File: config.mk
export PLATFORM = sky130hd
export DESIGN_NAME = sram_mig_bridge
export DESIGN_NICKNAME = d
export VERILOG_FILES = /design/src/rtl/sram_mig_pkg.sv /design/src/rtl/sram_mig_bridge_cache.sv /design/src/rtl/sram_mig_bridge.sv
export SDC_FILE = /design/constraint.sdc
export NUM_CORES = 1
export LEC_CHECK = 0
export CORE_MARGIN = 4
export CORE_UTILIZATION = 48
export CTS_CLUSTER_DIAMETER = 80
export DETAILED_ROUTE_END_ITERATION = 7
export HOLD_SLACK_MARGIN = 0.08
export PLACE_DENSITY_LB_ADDON = 0.05
export SYNTH_ARGS = -nofsm -noshare
export SYNTH_HDL_FRONTEND = slang
export SYNTH_SLANG_ARGS = --single-unit
File: constraint.sdc
create_clock -name clk -period 2.7 [get_ports clk]
set_input_delay 0.54 -clock clk [delete_from_list [all_inputs] [get_ports clk]]
set_output_delay 0.54 -clock clk [all_outputs]
set_load 0.1 [all_outputs]
File: src/rtl/sram_mig_pkg.sv
// -----------------------------------------------------------------------------
// sram_mig_pkg
// Shared constants for the SRAM-port to MIG app-interface bridge:
//   - FSM state encodings (plain 3-bit constants)
//   - MIG app_cmd opcodes
//   - line / tag / lane geometry for a 128-bit BL8 line of 16-bit words
//   - wdf_mask(): builds the MIG byte mask for a single-word write
// -----------------------------------------------------------------------------
package sram_mig_pkg;

    typedef logic [2:0] state_t;

    localparam logic [2:0] ST_INIT     = 3'd0;
    localparam logic [2:0] ST_IDLE     = 3'd1;
    localparam logic [2:0] ST_LOOKUP   = 3'd2;
    localparam logic [2:0] ST_WR_ISSUE = 3'd3;
    localparam logic [2:0] ST_RD_CMD   = 3'd4;
    localparam logic [2:0] ST_RD_WAIT  = 3'd5;
    localparam logic [2:0] ST_DONE     = 3'd6;

    localparam logic [2:0] APP_CMD_WRITE = 3'b000;
    localparam logic [2:0] APP_CMD_READ  = 3'b001;

    localparam int LINE_W = 128;          // one BL8 burst on a x16 device
    localparam int TAG_W  = 24;           // byte address bits [27:4]
    localparam int LANE_W = 3;            // word select within the line, addr[3:1]
    localparam int WORD_W = 16;
    localparam int MASK_W = LINE_W / 8;

    // MIG mask polarity is 1 = byte NOT written. Only the two bytes of the
    // addressed word can be unmasked, each gated by its byte enable.
    function automatic logic [MASK_W-1:0] wdf_mask(
        input logic [LANE_W-1:0] lane,
        input logic              l,
        input logic              u
    );
        logic [MASK_W-1:0] m;
        m = '1;
        for (int i = 0; i < 8; i++) begin
            if (lane == LANE_W'(i)) begin
                m[2*i]   = ~l;
                m[2*i+1] = ~u;
            end
        end
        return m;
    endfunction

endpackage

File: src/rtl/sram_mig_bridge_cache.sv
// -----------------------------------------------------------------------------
// sram_line_cache
// One-line write-through read cache holding a single 128-bit MIG line.
// Ports:
//   clk, i_rst        clock / synchronous active-high reset (invalidates)
//   i_tag, i_lane     tag and word lane of the current request
//   i_fill_en/data    load a full line from DDR and mark it valid
//   i_merge_en/data/be
//                     merge enabled bytes of a write into the line (hit only)
//   o_hit             line valid and tag matches
//   o_lane_word       16-bit word of the cached line at i_lane
// -----------------------------------------------------------------------------
module sram_line_cache
    import sram_mig_pkg::*;
(
    input  logic              clk,
    input  logic              i_rst,
    input  logic [TAG_W-1:0]  i_tag,
    input  logic [LANE_W-1:0] i_lane,
    input  logic              i_fill_en,
    input  logic [LINE_W-1:0] i_fill_data,
    input  logic              i_merge_en,
    input  logic [WORD_W-1:0] i_merge_data,
    input  logic [1:0]        i_merge_be,
    output logic              o_hit,
    output logic [WORD_W-1:0] o_lane_word
);

    logic              r_valid;
    logic [TAG_W-1:0]  r_tag;
    logic [LINE_W-1:0] r_line;
    logic [LINE_W-1:0] w_merged;

    assign o_hit       = r_valid && (r_tag == i_tag);
    assign o_lane_word = r_line[{i_lane, 4'b0000} +: WORD_W];

    // Byte gi of the line belongs to word lane gi/2; even bytes take the
    // low half of the write word (L enable), odd bytes the high half (U).
    genvar gi;
    generate
        for (gi = 0; gi < MASK_W; gi++) begin : g_merge
            logic w_sel;
            assign w_sel = (i_lane == LANE_W'(gi / 2)) && i_merge_be[gi % 2];
            assign w_merged[gi*8 +: 8] = w_sel ? i_merge_data[(gi % 2)*8 +: 8]
                                               : r_line[gi*8 +: 8];
        end
    endgenerate

    always_ff @(posedge clk) begin
        if (i_rst) begin
            r_valid <= 1'b0;
            r_tag   <= '0;
            r_line  <= '0;
        end else if (i_fill_en) begin
            r_valid <= 1'b1;
            r_tag   <= i_tag;
            r_line  <= i_fill_data;
        end else if (i_merge_en && o_hit) begin
            // write-through: no allocate on a miss, merge only on a hit
            r_line  <= w_merged;
        end
    end

endmodule

File: src/rtl/sram_mig_bridge.sv
// -----------------------------------------------------------------------------
// sram_mig_bridge
// Responder for the 16-bit SRAM-like wrap_* port. Single-word requests are
// turned into MIG native app-interface commands on 128-bit BL8 lines, with a
// one-line write-through read cache in front. Runs entirely in ui_clk.
// Ports:
//   clk, i_rst, i_calib_done      ui_clk, sync reset, MIG calibration done
//   wrap_Addr/CS/L/U/WE/WR        request (byte address, strobe, byte enables,
//                                 direction, write data)
//   wrap_RD, wrap_ready, wrap_busy
//                                 read data, 1-cycle completion, not accepting
//   app_addr/cmd/en/rdy           MIG command channel
//   app_wdf_data/mask/wren/end/rdy
//                                 MIG write data channel
//   app_rd_data/valid/end         MIG read return
// -----------------------------------------------------------------------------
module sram_mig_bridge
    import sram_mig_pkg::*;
#(
    parameter int ADDR_W = 28
) (
    input  logic              clk,
    input  logic              i_rst,
    input  logic              i_calib_done,
    input  logic [31:0]       wrap_Addr,
    input  logic              wrap_CS,
    input  logic              wrap_L,
    input  logic              wrap_U,
    input  logic              wrap_WE,
    input  logic [15:0]       wrap_WR,
    output logic [15:0]       wrap_RD,
    output logic              wrap_ready,
    output logic              wrap_busy,
    output logic [ADDR_W-1:0] app_addr,
    output logic [2:0]        app_cmd,
    output logic              app_en,
    input  logic              app_rdy,
    output logic [127:0]      app_wdf_data,
    output logic [15:0]       app_wdf_mask,
    output logic              app_wdf_wren,
    output logic              app_wdf_end,
    input  logic              app_wdf_rdy,
    input  logic [127:0]      app_rd_data,
    input  logic              app_rd_data_valid,
    input  logic              app_rd_data_end
);

    state_t            r_state;
    logic [TAG_W-1:0]  r_tag;
    logic [LANE_W-1:0] r_lane;
    logic              r_we;
    logic              r_l;
    logic              r_u;
    logic [WORD_W-1:0] r_wr;
    logic [WORD_W-1:0] r_rd;
    logic              r_cmd_done;   // write command already accepted
    logic              r_data_done;  // write data already accepted

    logic              w_hit;
    logic [WORD_W-1:0] w_lane_word;
    logic              w_cmd_fire;
    logic              w_data_fire;
    logic              w_fill_en;
    logic              w_merge_en;
    logic [LINE_W-1:0] w_wdf_data;

    // Address bit 0 and the top nibble carry no information; a single-beat
    // BL8 return makes rd_data_end redundant with rd_data_valid.
    logic w_unused;
    assign w_unused = &{1'b0, wrap_Addr[31:28], wrap_Addr[0], app_rd_data_end};

    // ---------------------------------------------------------------- outputs
    assign wrap_busy    = (r_state != ST_IDLE);
    assign wrap_ready   = (r_state == ST_DONE);
    assign wrap_RD      = r_rd;

    assign app_addr     = ADDR_W'({r_tag, 3'b000});
    assign app_cmd      = (r_state == ST_RD_CMD) ? APP_CMD_READ : APP_CMD_WRITE;
    assign app_en       = ((r_state == ST_WR_ISSUE) && !r_cmd_done) ||
                          (r_state == ST_RD_CMD);
    assign app_wdf_wren = (r_state == ST_WR_ISSUE) && !r_data_done;
    assign app_wdf_end  = app_wdf_wren;
    assign app_wdf_mask = wdf_mask(r_lane, r_l, r_u);
    assign app_wdf_data = w_wdf_data;

    // The write word is replicated into every lane; the mask picks the one
    // that actually lands in DDR.
    genvar gi;
    generate
        for (gi = 0; gi < LINE_W / WORD_W; gi++) begin : g_wdata
            assign w_wdf_data[gi*WORD_W +: WORD_W] = r_wr;
        end
    endgenerate

    assign w_cmd_fire  = app_en && app_rdy;
    assign w_data_fire = app_wdf_wren && app_wdf_rdy;

    // ------------------------------------------------------------------ cache
    assign w_fill_en  = (r_state == ST_RD_WAIT) && app_rd_data_valid;
    assign w_merge_en = (r_state == ST_LOOKUP) && r_we && (r_l || r_u);

    sram_line_cache u_cache (
        .clk          (clk),
        .i_rst        (i_rst),
        .i_tag        (r_tag),
        .i_lane       (r_lane),
        .i_fill_en    (w_fill_en),
        .i_fill_data  (app_rd_data),
        .i_merge_en   (w_merge_en),
        .i_merge_data (r_wr),
        .i_merge_be   ({r_u, r_l}),
        .o_hit        (w_hit),
        .o_lane_word  (w_lane_word)
    );

    // -------------------------------------------------------------------- FSM
    always_ff @(posedge clk) begin
        if (i_rst) begin
            r_state     <= ST_INIT;
            r_tag       <= '0;
            r_lane      <= '0;
            r_we        <= 1'b0;
            r_l         <= 1'b0;
            r_u         <= 1'b0;
            r_wr        <= '0;
            r_rd        <= '0;
            r_cmd_done  <= 1'b0;
            r_data_done <= 1'b0;
        end else begin
            case (r_state)
                ST_INIT: begin
                    if (i_calib_done) r_state <= ST_IDLE;
                end
                ST_IDLE: begin
                    if (wrap_CS) begin
                        r_tag   <= wrap_Addr[27:4];
                        r_lane  <= wrap_Addr[3:1];
                        r_we    <= wrap_WE;
                        r_l     <= wrap_L;
                        r_u     <= wrap_U;
                        r_wr    <= wrap_WR;
                        r_state <= ST_LOOKUP;
                    end
                end
                ST_LOOKUP: begin
                    r_cmd_done  <= 1'b0;
                    r_data_done <= 1'b0;
                    if (!r_we) begin
                        if (w_hit) begin
                            r_rd    <= w_lane_word;
                            r_state <= ST_DONE;
                        end else begin
                            r_state <= ST_RD_CMD;
                        end
                    end else if (!r_l && !r_u) begin
                        // nothing enabled: complete without touching DDR
                        r_state <= ST_DONE;
                    end else begin
                        r_state <= ST_WR_ISSUE;
                    end
                end
                ST_WR_ISSUE: begin
                    // command and data channels handshake independently;
                    // leave once both have been accepted
                    if (w_cmd_fire)  r_cmd_done  <= 1'b1;
                    if (w_data_fire) r_data_done <= 1'b1;
                    if ((r_cmd_done || w_cmd_fire) && (r_data_done || w_data_fire))
                        r_state <= ST_DONE;
                end
                ST_RD_CMD: begin
                    if (app_rdy) r_state <= ST_RD_WAIT;
                end
                ST_RD_WAIT: begin
                    if (app_rd_data_valid) begin
                        r_rd    <= app_rd_data[{r_lane, 4'b0000} +: WORD_W];
                        r_state <= ST_DONE;
                    end
                end
                ST_DONE: begin
                    r_state <= ST_IDLE;
                end
                default: begin
                    r_state <= ST_INIT;
                end
            endcase
        end
    end

endmodule

== After elaboration in Yosys (flattened, before gate mapping) ==
Index checks and enable logic that the tools add are counted.
Cells by class
  equality and inequality tests: 24
  shifts and indexed selects: 2
  mux-type cells: 44
  bitwise gates (word level): 2
  reduce and logical (&&, ||, !) cells: 77
Operators by type and width (count)
  128-bit 2-to-1 mux: 2
  128-bit by 8-bit variable part select with 16-bit output: 2
  8-bit 2-to-1 mux: 16
  16-bit 2-to-1 mux: 3
  2-bit AND reduction: 19
  2-bit nonzero test: 19
  16-bit case mux with 2 select lines: 1
  1-bit logical AND: 27
  24-bit equality test: 1
  3-bit equality test, second input constant: 7
  3-bit 2-to-1 mux: 7
  3-bit case mux with 7 select lines: 1
  2-bit 2-to-1 mux: 9
  2-bit != test, second input constant: 7
  3-bit by 2-bit equality test with 1-bit output, second input constant: 4
  3-bit by 1-bit equality test with 1-bit output, second input constant: 2
  3-bit logical NOT: 2
  5-bit AND reduction: 1
  1-bit logical NOT: 4
  1-bit logical OR: 4
  2-bit by 1-bit != test with 1-bit output, second input constant: 2
  1-bit case mux with 2 select lines: 2
  4-bit AND reduction: 1
  1-bit 2-to-1 mux: 3
  other kinds (2): 3
Word-level totals
  register bits: 220
  bits of input ports: 187
  output and inout bits: 196
  logic and storage cells: 177

== Depth between registers and ports, before layout ==
Gate-level depths: netlist (run 1).
  depth after elaboration: 8
  depth in mapped cells: 10
  mapped depth without buffers: 6

== By module ==
A second synthesis (run 1) with hierarchy kept.
Second synthesis, totals
  cells, all modules: 1745
  area total of the unflattened synthesis: 14283.7 µm²
Modules (own cells, without submodules)
  sram_line_cache: instances 1, cells each 1208, area each 9452.8 µm², seq. area each 3062.9 µm²
  sram_mig_bridge: instances 1, cells each 537, area each 4830.9 µm², seq. area each 1341.3 µm²

== Least setup slack after synthesis (run 1) ==
OpenSTA, ideal clock, no wires.
  path kind: reg2out
  start: reg r_state[0]
  end: out app_wdf_wren
  data arrival time: 2.584 ns
  required time: 2.160 ns
  setup slack: -0.424 ns
  cell stages (with the launch flop): 5
  path buffers: 2
  cells stage by stage: dfxtp_1 > clkbuf_1 > nand3b_1 > nor2_1 > buf_4
Between the ends
  cells in the longest elaborated chain, start to end: 2
Ends and longest elaborated chain
  start: declaration: RTL line sram_mig_bridge.sv:48  | state_t r_state;
  start signal: assignment: RTL line sram_mig_bridge.sv:119  | r_state <= ST_INIT;
  start signal: assignment: RTL line sram_mig_bridge.sv:132  | if (i_calib_done) r_state <= ST_IDLE;
  start signal: assignment: RTL line sram_mig_bridge.sv:142  | r_state <= ST_LOOKUP;
  3-bit by 2-bit equality test with 1-bit output: RTL line sram_mig_bridge.sv:81  | assign app_wdf_wren = (r_state == ST_WR_ISSUE) && !r_data_done;
  1-bit logical AND: RTL line sram_mig_bridge.sv:81
  end: declaration: RTL line sram_mig_bridge.sv:40  | output logic app_wdf_wren,
Every way passes these cells.

== Worst setup path after layout (run 1) ==
  start: reg r_lane[0]
  end: out app_wdf_mask[11]
Between the ends
  cells in the longest elaborated chain, start to end: 2
Ends and longest elaborated chain
  start: declaration: RTL line sram_mig_bridge.sv:50  | logic [LANE_W-1:0] r_lane;
  start signal: assignment: RTL line sram_mig_bridge.sv:137  | r_lane <= wrap_Addr[3:1];
  3-bit equality test: RTL line sram_mig_pkg.sv:40  | if (lane == LANE_W'(i)) begin
  2-bit 2-to-1 mux: RTL line sram_mig_pkg.sv:40
  end: declaration: RTL line sram_mig_bridge.sv:39  | output logic [15:0] app_wdf_mask,
Every way passes these cells.

==> summary.txt, run 1 <==
Clock tree
  – CTS tree: done
  – Clock Latency Late Sink: 0.53 ns
  – H-tree levels: 1
  – # resized after CTS: 0
  – Longest Clk Path Bufs: 3
  – Clk slew on worst S/H paths: 0.06 ns
  – Cts hold-fix bufs: 0
  – Post-CTS setup buffer count: 0
  – Root buf cell: clkbuf_16
  – Clock sinks: 220
  – Cts bufs inserted: 26

Worst setup path
  – Reg2Reg Depth: 8
  – Critical Path RT: 2.16 ns
  – Worst endpoint data arrival time: slightly below 2 ns
  – Reg-to-Reg Start: r_tag[3]
  – Worst setup path end: app_wdf_mask[11]
  – Startpoint types: register
  – CP endpoint kind: output pin
  – Reg-to-reg endpoint: wrap_RD[13]
  – Setup CP Type: register to output pin
  – FF-to-FF setup slack: 0.27 ns
  – Critical path origin: r_lane[0]
  – Critical Path Fanout Max: 11

Placement
  – Post-DP Area: 15900 um^2
  – GP Congestion: approximately 0.88
  – IO Port Bufs: 370
  – Dpl cells: 2154
  – Pre-CTS setup slack: 0.260 ns
  – Hpwl dp: 33000 um

Logic synthesis
  – Library cells used by synthesis: 51
  – Post-synth EDFFs: 0
  – Yosys Warn Count: 0
  – Largest cells by area after synthesis: dfxtp_1 (34%), nor3b_1 (7.6%), buf_4 (7.2%), nand2_1 (6.3%), nor4_1 (6.2%)
  – Post-synth top flop: dfxtp_1
  – Synth cell count leaders: dfxtp_1 (220), nand2_1 (216), nor2_1 (168), nor3_1 (135), nor3b_1 (130)
  – Leading area contributor after synthesis: dfxtp_1
  – Top cell type's share of synthesized area: 0.342
  – Post-synth ARST share: 0
  – Cells after synthesis: 1650
  – Register area share after synthesis: 0.342
  – Mean Syn Cell Area: 7.81 um^2
  – Synthesis-stage register bit count: 220
  – Cell area after synthesis: 12900 um^2
  – Top-count cell post-synth: dfxtp_1

Timing
  – Worst hold margin: 0.461 ns
  – Time the worst path needs with I/O delays and setup: 2.47 ns
  – Unrepaired setup endpoints after global routing: false
  – Worst-margin pin slew: 1.15 ns
  – Final period util: 0.914
  – Slack of the critical path: 0.232 ns
  – Max Clk Rate: 0.405 GHz
  – Final-report hold violation count: 0
  – Max Transition Viols Final: 0
  – Final setup fails: 0
  – Clock skew: 0.0163 ns
  – Worst rel slew slack: 0.232

Drt
  – Pre-antenna DRT Iters: 6
  – Metal1 wirelength: 18900 um
  – Metal2 WL: 21500 um
  – WL final: ~46000 um
  – WL/cell: 21.1 um
  – DR top layer: met4
  – Post-route DRC: 0
  – Routed vias: ~13000
  – Met3 Wirelength: between 4000 and 5000 um
  – Initial drt markers: 1449
  – Post-route ant nets: 0
  – Vias per cell: roughly 5.9

Global routing
  – Initial antenna violation count: 3
  – Largest net degree at the start of global routing: 153
  – First-pass GRT wire length: roughly 69000 um
  – Number of global-route vias before repair: 11900
  – Grt total ovfl: 0
  – GRT Total Usage: 0.297

Run
  – Max Cap Viol: 0

Final layout
  – Ratio of cells with drive above 1 in the final layout: 0.196
  – Post-Layout Cell Count: 2200
  – Final instance area: around 17000 um^2
  – # nets final: approximately 2000
  – Area Growth Syn to Fin: 30.8%

Floorplan
  – Full die area: 29500 um^2
  – # rows: 59
  – IO Pins: 383
  – Core ar.: 26200 um^2
  – DIE HEIGHT: 172 um
  – DIE WIDTH: 172 um
  – Initial core utilization: 0.492

Power
  – Maximum VDD drop: 0.527 mV
  – Leakage: 6.29 nW
  – Total design power: 13.5 mW
  – Power Dens Cells: 802 nW/um^2

Min path
  – Hold Path Class: register to register

Status
  – Outcome: finished clean
cells by family after synthesis:
| logic type | Yosys count | share of synthesized area |
|---|---|---|
| xor+xnor | 24 | 0.0163 |
| mux | 49 | 0.0683 |
| flops | 220 | 0.342 |
| compound gates | 196 | 0.0891 |
| simple gates | 865 | 0.353 |
| buf+inv | 295 | 0.131 |
| other cells | 1 | 0.000291 |
power by group:
part           switching, mW  internal, mW
logic                   4.41          1.60
registers              0.246          3.50
clock network           1.39          2.36
total                   6.05          7.47
critical path, cell delays in order (launching register included):
cell and delay, ns:
dfxtp_1 0.59, nor2b_1 0.31, nand3_1 0.24, buf_12 0.26
metrics by stage:
step	setup TNS [ns]	util
5_1_grt	0	0.643
6_report	0	0.643
2_1_floorplan	-0.214	-
3_5_place_dp	0	0.608
4_1_cts	0	0.643
3_3_place_gp	0	0.608
cell type report:
cell class              count  area (um^2)
clock inverters             8          143
flip-flops and latches    220         4410
multi-input cells        1140         6850
clock buffers              34          772
fillers                  2265         9350
well taps                 335          419
diodes                      4         10.0
repair buffers            441         4190
inverters                  18         67.6
state kept, by name, summed over array words and instances, names as in the netlist:
signal           flops
r_state              3
r_cmd_done           1
r_u                  1
r_we                 1
u_cache.r_valid      1
wrap_RD             16
r_wr                16
r_lane               3
r_data_done          1
r_tag               24
r_l                  1
u_cache.r_line     128
u_cache.r_tag       24
placed cells by master (no fill, tap or decap), types with 2 or more instances in the layout:
cell | netlist | final
a21o_1 | 14 | 14
a21oi_1 | 109 | 109
a31oi_1 | 17 | 17
buf_12 | 0 | 34
buf_4 | 123 | 227
bufinv_16 | 0 | 4
clkbuf_16 | 0 | 27
clkbuf_8 | 0 | 7
clkdlybuf4s50_1 | 0 | 179
clkinv_2 | 0 | 3
conb_1 | 1 | 6
dfxtp_1 | 220 | 216
dfxtp_2 | 0 | 4
diode_2 | 0 | 4
inv_1 | 18 | 18
mux2_2 | 2 | 2
mux2i_1 | 16 | 16
mux4_2 | 31 | 31
nand2_1 | 216 | 214
nand2b_1 | 2 | 2
nand3_1 | 44 | 44
nand3_4 | 10 | 10
nand3b_1 | 3 | 3
nand4_1 | 8 | 8
nand4bb_1 | 2 | 2
nor2_1 | 168 | 165
nor2_2 | 0 | 3
nor2b_1 | 9 | 8
nor3_1 | 135 | 135
nor3b_1 | 130 | 130
nor4_1 | 128 | 128
o21ai_0 | 14 | 14
o221ai_1 | 15 | 15
o22ai_1 | 15 | 14
o32ai_1 | 2 | 2
xnor2_1 | 24 | 24
worst min path at each step:
stage	from	to	slack (ns)	cells after the start
5_1_grt	u_cache.r_tag[13]	u_cache.r_tag[13]	0.48	2
6_report	r_wr[11]	r_wr[11]	0.46	2
2_1_floorplan	u_cache.r_valid	u_cache.r_valid	0.44	2
3_3_place_gp	r_wr[11]	r_wr[11]	0.44	2
3_5_place_dp	r_wr[11]	r_wr[11]	0.45	2
4_1_cts	r_wr[11]	r_wr[11]	0.46	2
per-layer routing:
metal,GRT usage,vias to the layer above
met1,0.406,6140
met3,0.0476,98
li1,-,6096
met5,0,-
met2,0.480,633
met4,0.103,0
Note: power is estimated with default switching activity, not from simulation.
==> run 2, diff against run 1 <==
--- a/config.mk
+++ b/config.mk
@@ -6,7 +6,7 @@
 export NUM_CORES = 1
 export LEC_CHECK = 0
 export CORE_MARGIN = 4
-export CORE_UTILIZATION = 48
+export CORE_UTILIZATION = 35
 export CTS_CLUSTER_DIAMETER = 80
 export DETAILED_ROUTE_END_ITERATION = 7
 export HOLD_SLACK_MARGIN = 0.08
==> run 2 against run 1 <==
  * Total power increased by 0.47%
  * Critical endpoint is now u_cache.r_line[24]
  * Sequential share of layout area shrank 0.24 points
  * First-iteration DRC count decreased by 33%
  * Via count fell by 1.3%
  * Cell area is 0.94% higher
  * Largest power group unchanged
  * Utilization is 18 points lower
==> summary.txt, run 2 (synthesis gave the netlist of run 1 again) <==
Final layout
  – Ratio of cells with drive above 1 in the final layout: 0.196 (+0.000336)
  – Fillcell total: 3533 (+56%)
  – Max reg flops: 128 (unchanged)
  – Final instance area: 17000 um^2 (+0.94%)
  – Most common cell after layout, fill and taps aside: buf_4
  – Multi-input gate area: 6850 um^2 (unchanged)
  – Area Growth Syn to Fin: 32.0%
  – Biggest regs: u_cache.r_line (128), r_tag (24), u_cache.r_tag (24)
  – # nets final: 2036 (+0.098%)
  – Most frequent cells in the layout: buf_4 (226), dfxtp_1 (216), nand2_1 (214)
  – Most flop-heavy register: u_cache.r_line
  – Register Area: 4410 um^2 (unchanged)

Timing
  – Final setup fails: 0 (unchanged)
  – Final-report hold violation count: 0 (unchanged)
  – Worst hold margin: 0.454 ns (-0.00777 ns)
  – Time the worst path needs with I/O delays and setup: 2.45 ns (-0.0141 ns)
  – Worst-margin pin slew: 1.17 ns (+0.0261 ns)
  – Max Transition Viols Final: 0 (unchanged)
  – Clock skew: 0.0105 ns (-0.00583 ns)
  – Max Clk Rate: 0.407 GHz (+0.58%)
  – Unrepaired setup endpoints after global routing: false
  – Worst rel slew slack: 0.215 (-0.0175)
  – Final period util: 0.909 (-0.00523)

Global routing
  – Grt total ovfl: 0 (unchanged)
  – Number of global-route vias before repair: 11800 (-0.55%)
  – Initial antenna violation count: 1 (-2)
  – Largest net degree at the start of global routing: 162 (+5.9%)
  – First-pass GRT wire length: 74900 um (+7.9%)
  – GRT Total Usage: 0.241 (-0.0559)

Worst setup path
  – Reg2Reg Depth: 8 (unchanged)
  – Delay-heaviest family, CP: simple AND/OR/NAND/NOR gates
  – Largest stage delay, worst path: 0.44 ns (-0.15 ns)
  – Critical path's most frequent cell: buf_4
  – CP endpoint kind: register
  – Worst setup path end: u_cache.r_line[24]
  – Reg-to-Reg Start: r_state[2]
  – Reg-to-reg endpoint: u_cache.r_line[24]
  – Startpoint types: register
  – Crit-path cells: nor3b_2 > nand4_1 > nor3_4 > buf_4 > nand4bb_1 > buf_4 > nor3b_1 > nor4_1
  – Setup CP Type: register to register
  – Critical path origin: r_state[2]
  – Buf+Inv Stages, Crit Path: 2 (+1)
  – Critical Path Fanout Max: 16 (+5)
  – FF-to-FF setup slack: 0.25 ns (-0.02 ns)
  – CP Depth: 8 (+5)
  – Critical Path RT: 3.15 ns (+0.99 ns)
  – Worst endpoint data arrival time: 2.90 ns (+0.97 ns)
  – Slowest CP cell: nor3_4

Clock tree
  – CTS tree: done
  – Cts hold-fix bufs: 0 (unchanged)
  – Longest Clk Path Bufs: 3 (unchanged)
  – H-tree levels: 1 (unchanged)
  – Post-CTS setup buffer count: 0 (unchanged)
  – # resized after CTS: 0 (unchanged)
  – Root buf cell: clkbuf_16
  – Clock sinks: 220 (unchanged)
  – Cts bufs inserted: 28 (+7.7%)
  – Clock Latency Late Sink: 0.55 ns (+0.02 ns)
  – Clk slew on worst S/H paths: 0.06 ns (about the same)

Drt
  – Post-route DRC: 0 (unchanged)
  – WL final: 50800 um (+9.5%)
  – Initial drt markers: 970 (-33%)
  – Post-route ant nets: 0 (unchanged)
  – Routed vias: 12800 (-1.3%)
  – Vias per cell: 5.47 (-7.1%)
  – WL/cell: 21.7 um (+3.1%)
  – Pre-antenna DRT Iters: 5 (-1)

Power
  – Maximum VDD drop: 0.487 mV (-7.7%)
  – Leakage: 6.29 nW (about the same)
  – Power Dens Cells: 798 nW/um^2 (-0.47%)

Run
  – Max Cap Viol: 0 (unchanged)

Floorplan
  – IO Pins: 383 (unchanged)
  – DIE WIDTH: 200 um (+16%)
  – Full die area: 40000 um^2 (+35%)
  – Initial core utilization: 0.354 (-0.138)
  – Core ar.: 36400 um^2 (+39%)
  – DIE HEIGHT: 200 um (+16%)
  – # rows: 70 (+19%)

Status
  – Outcome: finished clean

Placement
  – Hpwl dp: 35900 um (+8.8%)
  – GP Congestion: 0.839 (-4.5%)
  – Post-DP Area: 16100 um^2 (+1.1%)
  – IO Port Bufs: 370 (unchanged)

Min path
  – Hold Path Class: register to register
## run 2: cell count changes in the layout (fill, tap and decap cells not counted), sizes merged
cell,previous run,this run
clkbuf,34,37
inv,18,19
bufinv,4,2
clkinv,3,8
diode,4,1
## run 2: cell type report
| cell class | count | area share |
|---|---|---|
| clock inverters | 12 | 0.00684 |
| clock buffers | 37 | 0.0462 |
| multi-input cells | 1140 | 0.402 |
| repair buffers | 441 | 0.247 |
| diodes | 1 | 0.000147 |
| well taps | 468 | 0.0344 |
| inverters | 18 | 0.00397 |
| flip-flops and latches | 220 | 0.259 |
## run 2: layer usage
layer  share of wire  vias up  routed length [um]  GRT usage
met5               0        -                   0          0
met4           0.022        0                1130     0.0566
met3           0.069       56                3510     0.0285
met2            0.46      503               23400      0.386
met1            0.45     6125               22700      0.349
li1                -     6108                   -          -
## run 2: worst min path at each step
stage | cells after the start | from | end | slack [ns]
floorplan | 2 | u_cache.r_valid | u_cache.r_valid | 0.44
global placement | 2 | r_wr[13] | r_wr[13] | 0.45
detailed placement | 2 | r_wr[13] | r_wr[13] | 0.45
CTS | 2 | r_wr[13] | r_wr[13] | 0.46
global route | 2 | wrap_RD[3] | wrap_RD[3] | 0.48
finish | 2 | r_wr[13] | r_wr[13] | 0.45
## run 2: power by group
part	internal (mW)	switching [mW]	total (mW)
clock	2.22	1.52	3.74
sequential	3.50	0.254	3.75
combinational	1.62	4.46	6.08
## run 2: worst register-to-register path, cell delays in order (launching register included)
cell       delay, ns
dfxtp_1         0.34
nor3b_2         0.38
nand4_1         0.20
nor3_4          0.44
buf_4           0.23
nand4bb_1       0.11
buf_4           0.22
nor3b_1         0.17
nor4_1          0.26
## run 2: stage by stage
| step | setup slack, ns | utilization | power (mW) | setup TNS (ns) | std cells |
|---|---|---|---|---|---|
| 3_3_place_gp | 0.335 | 0.442 | 9.90 | 0 | 2287 |
| 5_1_grt | 0.0649 | 0.467 | 14.1 | 0 | 2337 |
| 2_1_floorplan | -0.0534 | - | 8.44 | -0.214 | 1655 |
| 6_report | 0.246 | 0.467 | 13.6 | 0 | 2337 |
| 4_1_cts | 0.243 | 0.467 | 13.7 | 0 | 2336 |
| 3_5_place_dp | 0.265 | 0.442 | 9.92 | 0 | 2287 |
